--- src/rtl/eth_phy_10g_rx_link_ctrl.sv ---
// -----------------------------------------------------------------------------
// eth_phy_10g_rx_link_ctrl
//
// Receive-side link sequencing controller for the 10GBASE-R PCS (rx_clk domain).
// Pulses a reset into the RX datapath, waits for block lock with a clear BER
// monitor, qualifies the lock over a stability window and then declares the
// link up. Loss of lock, high BER or a SERDES reset request tears the link
// down and restarts. Repeated lock timeouts latch a fault until the block is
// disabled.
//
// Optional feature macro: ETH_PHY_10G_RX_LINK_STATS_EN
//   defined   -> bad_block_count counts rx_bad_block strobes while UP
//   undefined -> bad_block_count tied to 0, stats_clear ignored
//
// Ports:
//   rx_clk               in   clock, rising edge
//   rx_rst               in   synchronous active-high reset
//   cfg_enable           in   1 = run sequencing, 0 = return to IDLE
//   rx_block_lock        in   block lock from PCS RX
//   rx_high_ber          in   high-BER flag from PCS RX
//   rx_bad_block         in   one-cycle bad-block strobe
//   serdes_rx_reset_req  in   PCS request to reset the SERDES
//   stats_clear          in   synchronous clear of bad_block_count
//   pcs_rx_reset         out  reset to the RX datapath
//   link_up              out  link qualified
//   link_fault           out  retries exhausted
//   link_state     [2:0] out  encoded FSM state
//   relock_count   [7:0] out  UP->RESET transitions, saturating
//   bad_block_count[15:0] out bad blocks seen while UP, saturating
//
// state     | meaning
// ----------+--------------------------------------------------------------
// IDLE  (0) | disabled, waiting for cfg_enable
// RESET (1) | pcs_rx_reset asserted for RESET_CYCLES
// WAIT_LOCK(2)| waiting for lock with clean BER, up to LOCK_TIMEOUT cycles
// QUALIFY(3)| lock must hold clean for STABLE_CYCLES
// UP    (4) | link qualified
// FAULT (5) | retries exhausted, held until cfg_enable drops
// -----------------------------------------------------------------------------
module eth_phy_10g_rx_link_ctrl #(
    parameter int RESET_CYCLES  = 4,
    parameter int LOCK_TIMEOUT  = 256,
    parameter int STABLE_CYCLES = 64,
    parameter int MAX_RETRIES   = 3
) (
    input  logic        rx_clk,
    input  logic        rx_rst,
    input  logic        cfg_enable,
    input  logic        rx_block_lock,
    input  logic        rx_high_ber,
    input  logic        rx_bad_block,
    input  logic        serdes_rx_reset_req,
    input  logic        stats_clear,
    output logic        pcs_rx_reset,
    output logic        link_up,
    output logic        link_fault,
    output logic [2:0]  link_state,
    output logic [7:0]  relock_count,
    output logic [15:0] bad_block_count
);

    localparam logic [2:0] ST_IDLE      = 3'd0;
    localparam logic [2:0] ST_RESET     = 3'd1;
    localparam logic [2:0] ST_WAIT_LOCK = 3'd2;
    localparam logic [2:0] ST_QUALIFY   = 3'd3;
    localparam logic [2:0] ST_UP        = 3'd4;
    localparam logic [2:0] ST_FAULT     = 3'd5;

    // One shared timer sized for the longest timed state.
    localparam int T_A  = (RESET_CYCLES > LOCK_TIMEOUT) ? RESET_CYCLES : LOCK_TIMEOUT;
    localparam int T_MAX = (T_A > STABLE_CYCLES) ? T_A : STABLE_CYCLES;
    localparam int TW   = (T_MAX > 1) ? $clog2(T_MAX) : 1;

    localparam logic [TW-1:0] LD_RESET  = TW'(RESET_CYCLES - 1);
    localparam logic [TW-1:0] LD_LOCK   = TW'(LOCK_TIMEOUT - 1);
    localparam logic [TW-1:0] LD_STABLE = TW'(STABLE_CYCLES - 1);
    localparam logic [3:0]    RETRY_LIM = 4'(MAX_RETRIES);

    logic [2:0]    state_q,   state_d;
    logic [TW-1:0] timer_q,   timer_d;
    logic [3:0]    retry_q,   retry_d;
    logic [7:0]    relock_q,  relock_d;
    logic [3:0]    retry_inc;
    logic          lock_good;
    logic          timer_done;

    assign retry_inc  = retry_q + 4'd1;
    assign lock_good  = rx_block_lock & ~rx_high_ber;
    assign timer_done = (timer_q == '0);

    always_comb begin
        state_d  = state_q;
        timer_d  = timer_done ? timer_q : timer_q - TW'(1);
        retry_d  = retry_q;
        relock_d = relock_q;

        if (!cfg_enable) begin
            state_d = ST_IDLE;
            timer_d = '0;
        end else begin
            case (state_q)
                ST_IDLE: begin
                    state_d = ST_RESET;
                    timer_d = LD_RESET;
                    retry_d = '0;
                end
                ST_RESET: begin
                    if (timer_done) begin
                        state_d = ST_WAIT_LOCK;
                        timer_d = LD_LOCK;
                    end
                end
                ST_WAIT_LOCK: begin
                    // Lock wins over a coincident timeout.
                    if (lock_good) begin
                        state_d = ST_QUALIFY;
                        timer_d = LD_STABLE;
                    end else if (timer_done) begin
                        retry_d = retry_inc;
                        if (retry_inc == RETRY_LIM) begin
                            state_d = ST_FAULT;
                            timer_d = '0;
                        end else begin
                            state_d = ST_RESET;
                            timer_d = LD_RESET;
                        end
                    end
                end
                ST_QUALIFY: begin
                    // A glitch in the final window cycle still blocks promotion.
                    if (!lock_good) begin
                        state_d = ST_WAIT_LOCK;
                        timer_d = LD_LOCK;
                    end else if (timer_done) begin
                        state_d = ST_UP;
                        retry_d = '0;
                    end
                end
                ST_UP: begin
                    if (!lock_good || serdes_rx_reset_req) begin
                        state_d = ST_RESET;
                        timer_d = LD_RESET;
                        if (relock_q != 8'hFF) begin
                            relock_d = relock_q + 8'd1;
                        end
                    end
                end
                ST_FAULT: begin
                    state_d = ST_FAULT;
                end
                default: begin
                    state_d = ST_IDLE;
                    timer_d = '0;
                end
            endcase
        end
    end

    always_ff @(posedge rx_clk) begin
        if (rx_rst) begin
            state_q  <= ST_IDLE;
            timer_q  <= '0;
            retry_q  <= '0;
            relock_q <= '0;
        end else begin
            state_q  <= state_d;
            timer_q  <= timer_d;
            retry_q  <= retry_d;
            relock_q <= relock_d;
        end
    end

    assign pcs_rx_reset = (state_q == ST_RESET);
    assign link_up      = (state_q == ST_UP);
    assign link_fault   = (state_q == ST_FAULT);
    assign link_state   = state_q;
    assign relock_count = relock_q;

`ifdef ETH_PHY_10G_RX_LINK_STATS_EN
    logic [15:0] bad_cnt_q, bad_cnt_d;

    // Clear takes precedence over a coincident strobe.
    always_comb begin
        bad_cnt_d = bad_cnt_q;
        if (stats_clear) begin
            bad_cnt_d = '0;
        end else if (rx_bad_block && (state_q == ST_UP) && (bad_cnt_q != 16'hFFFF)) begin
            bad_cnt_d = bad_cnt_q + 16'd1;
        end
    end

    always_ff @(posedge rx_clk) begin
        if (rx_rst) begin
            bad_cnt_q <= '0;
        end else begin
            bad_cnt_q <= bad_cnt_d;
        end
    end

    assign bad_block_count = bad_cnt_q;
`else
    logic unused_stats_inputs;
    assign unused_stats_inputs = rx_bad_block ^ stats_clear;
    assign bad_block_count     = '0;
`endif

endmodule

--- config.mk ---
export PLATFORM = sky130hd
export DESIGN_NAME = eth_phy_10g_rx_link_ctrl
export DESIGN_NICKNAME = d
export VERILOG_FILES = /design/src/rtl/eth_phy_10g_rx_link_ctrl.sv
export SDC_FILE = /design/constraint.sdc
export NUM_CORES = 1
export LEC_CHECK = 0
export ABC_AREA = 0
export BUFFER_PORTS_ARGS = -buffer_cell sky130_fd_sc_hd__clkbuf_2
export CAP_MARGIN = 25
export CORE_MARGIN = 3
export CORE_UTILIZATION = 52
export CTS_CLUSTER_SIZE = 10
export DETAILED_ROUTE_END_ITERATION = 6
export PLACE_DENSITY = 0.8
export SKIP_LAST_GASP = 1
export SLEW_MARGIN = 20
export SYNTH_ARGS = -nofsm -noshare
export SYNTH_HDL_FRONTEND = slang
export SYNTH_SLANG_ARGS = --single-unit
--- constraint.sdc ---
create_clock -name rx_clk -period 6.8 [get_ports rx_clk]
set_input_delay 1.36 -clock rx_clk [delete_from_list [all_inputs] [get_ports rx_clk]]
set_output_delay 1.36 -clock rx_clk [all_outputs]
set_load 0.005 [all_outputs]
==> summary.md <==
| Metric | Value |
|---|---|
| Status | `completed` |
| Sink Count | `23` |
| Crit start category | `flip-flop` |
| GR Overflow Total | `0` |
| Die W | `64.54 um` |
| GR Util All Layers | `19.48%` |
| Mux cell area share after synthesis | `2.247%` |
| Worst Hold Depth | `1` |
| Flop2flop setup slack | `3.60 ns` |
| Synthesized instance count | `225` |
| Yosys Warn Count | `0` |
| Share of cells above drive strength 1 | `14.53%` |
| Vias per cell | `5.964` |
| Starting density of the core | `56.51%` |
| Die H | `64.54 um` |
| First-pass iteration count of the detailed router | `5` |
| Post-Synth XOR/XNOR Area | `3.441%` |
| WL final | `3898 um` |
| Final min period | `3.234 ns` |
| Synth area leader | `dfxtp_1` |
| Register bit total from synthesis | `23` |
| Area fraction in and, or, nand and nor cells after synthesis | `27.18%` |
| CP arrival | `1.87 ns` |
| CTS root buf | `clkbuf_4` |
| CTS Hold Bufs | `0` |
| Die area | `0.004165 mm2` |
| Synth cell types | `57` |
| GPL Wtd Cong | `0.8515` |
| Max_slew headroom | `34.43%` |
| Top post-synthesis cells by count | `23 x dfxtp_1, 20 x nor2_1, 16 x a21oi_1, 16 x buf_4, 13 x nand2_1` |
| CTS Buf Count | `3` |
| Worst slew pin tran | `0.9745 ns` |
| Antenna diode count | `0` |
| Clock Latency Late Sink | `0.32 ns` |
| Nets@finish | `249` |
| Leading register cell type out of synthesis | `dfxtp_1` |
| I/O pin cnt | `38` |
| VDD IR max | `0.1153 mV` |
| Total core area | `0.003153 mm2` |
| Synth Area per Inst | `7.919 um2` |
| Post-synthesis adder-cell area fraction | `4.213%` |
| Vias in the first global route | `1,372` |
| Top-count cell post-synth | `dfxtp_1` |
| DRT iter0 DRCs | `131` |
| Vias | `1,658` |
| Total power | `294.0 uW` |
| Largest family of logic cells by synthesized area | `simple AND/OR/NAND/NOR gates` |
| Worst reg2reg path endpoint | `timer_q[0]$_SDFF_PP0_` |
| Reg2reg start | `timer_q[0]$_SDFF_PP0_` |
| CP startpoint | `link_state[0]$_SDFFE_PP0P_` |
| Finish-stage setup viols | `0` |
| Mapped Area | `0.001782 mm2` |
| RSZ-0062 raised after global routing | `false` |
| Routed wire per std cell | `14.02 um` |
| Critical Path End Type | `primary output` |
| Clock Skews | `0.007294 ns` |
| # fillers | `310` |
| Post-synth ARST share | `0%` |
| Pwr dens | `160.8 mW/mm2` |
| Clk buf depth | `2` |
| Worst hold path class | `reg2reg` |
| Synth Area in Compound Gates | `24.65%` |
| Max-slew violations | `0` |
| WP data required | `5.44 ns` |
| Number of H-tree levels | `1` |
| Worst Hold Launch | `retry_q[2]$_SDFFE_PP0P_` |
| Fin. Hold Viols | `0` |
| Reg2Reg Depth | `10` |
| Largest net degree at the start of global routing | `23` |
| DP HPWL | `2833 um` |
| Top cells by area, synth | `dfxtp_1 26%, buf_4 6.7%, a21oi_1 4.5%` |
| Initial antenna violation count | `0` |
| Crit share post-route | `47.56%` |
| Fmax | `309.2 MHz` |
| Post-CTS Repair Setup Buffers | `0` |
| Buffers on Ports | `19` |
| Register area share after synthesis | `25.84%` |
| Max Cap Viol | `0` |
| Std-Cell Rows | `20` |
| Post-CTS sizing | `0` |
| EDFF count, synth | `0` |
| First-pass GRT wire length | `6534 um` |
| DRC viols | `0` |
| Setup TNS | `0 ns` |
| Share of the synthesized area in the top cell type | `25.84%` |
| CTS tree | `built` |
| Maximum fanout along the worst path | `22` |
| Hold Crit Endpoint | `retry_q[2]$_SDFFE_PP0P_` |
| Area grow syn2layout | `2.598%` |
| Static Leak | `0.0007124 uW` |
| Crit Path Category | `reg2out` |
| CTS clk-pin slew, worst paths | `0.14 ns` |
| Post-route antenna net violation count | `0` |
## per-layer routing
layer,global-route usage [%],wire [um]
met1,29.67,1784
met2,28.87,1697
met3,2.426,383
met4,4.749,31
met5,0,0
## power breakdown
| group | internal (uW) | leakage, uW | total [uW] | switching, uW |
|---|---|---|---|---|
| combinational | 30.8 | 0.000508 | 81.5 | 50.6 |
| sequential | 139 | 0.000186 | 147 | 7.85 |
| clock | 22.0 | 0.0000177 | 65.8 | 43.7 |
## logic make-up after synthesis
family                   Yosys count
AO/OA/AOI/OAI                     62
XOR/XNOR                           7
adder cells (fa/ha/maj)            6
buffers and inverters             37
flip-flops                        23
multiplexers                       4
other                              1
AND/OR/NAND/NOR                   85
## registers in the layout, indices dropped and copies added (netlist names)
signal,count
retry_q,4
relock_count,8
timer_q,8
link_state,3
## cell type report
class                   instances  area, um2  area share, %
multi-input cells             180       1160          63.45
flip-flops and latches         23      460.4          25.19
well taps                      44      55.05          3.012
clock buffers                   3      22.52          1.232
repair buffers                 19      95.09          5.202
inverters                       8      30.03          1.643
clock inverters                 1      5.005         0.2738
## worst max path at each step
stage | depth (start not counted) | slack, ns | endpoint
after floorplan | 4 | 4.03 | retry_q[1]$_SDFFE_PP0P_
after global placement | 10 | 3.72 | timer_q[0]$_SDFF_PP0_
after detailed placement | 10 | 3.71 | timer_q[0]$_SDFF_PP0_
after CTS | 2 | 3.56 | pcs_rx_reset
after global routing | 10 | 3.39 | timer_q[0]$_SDFF_PP0_
final | 2 | 3.57 | pcs_rx_reset
## cells in the final DEF, fill, tap and decap left out, drive strengths merged, types with 6 or more instances in the layout
| cell type | instances |
|---|---|
| nand2 | 13 |
| ha | 6 |
| o21ai | 8 |
| inv | 7 |
| clkbuf | 22 |
| nor2 | 20 |
| nand2b | 7 |
| dfxtp | 23 |
| a21oi | 16 |
| conb | 16 |
## critical path: stages, from the launching register on
cell and delay, ns:
dfxtp_1 0.77, nor3b_1 0.57, clkbuf_2 0.21
## per-stage QoR
step	instances	cell area, um2	setup slack [ns]	hold WS (ns)	utilization (%)
6_report	278	1828	3.566	0.5400	57.98
5_1_grt	278	1828	3.388	0.5617	57.98
4_1_cts	278	1828	3.564	0.5355	57.98
3_5_place_dp	274	1800	3.709	0.5179	57.10
3_3_place_gp	274	1800	3.717	0.5091	57.10
2_1_floorplan	240	1838	4.035	0.4768	-
Note: power is estimated with default switching activity, not from simulation.
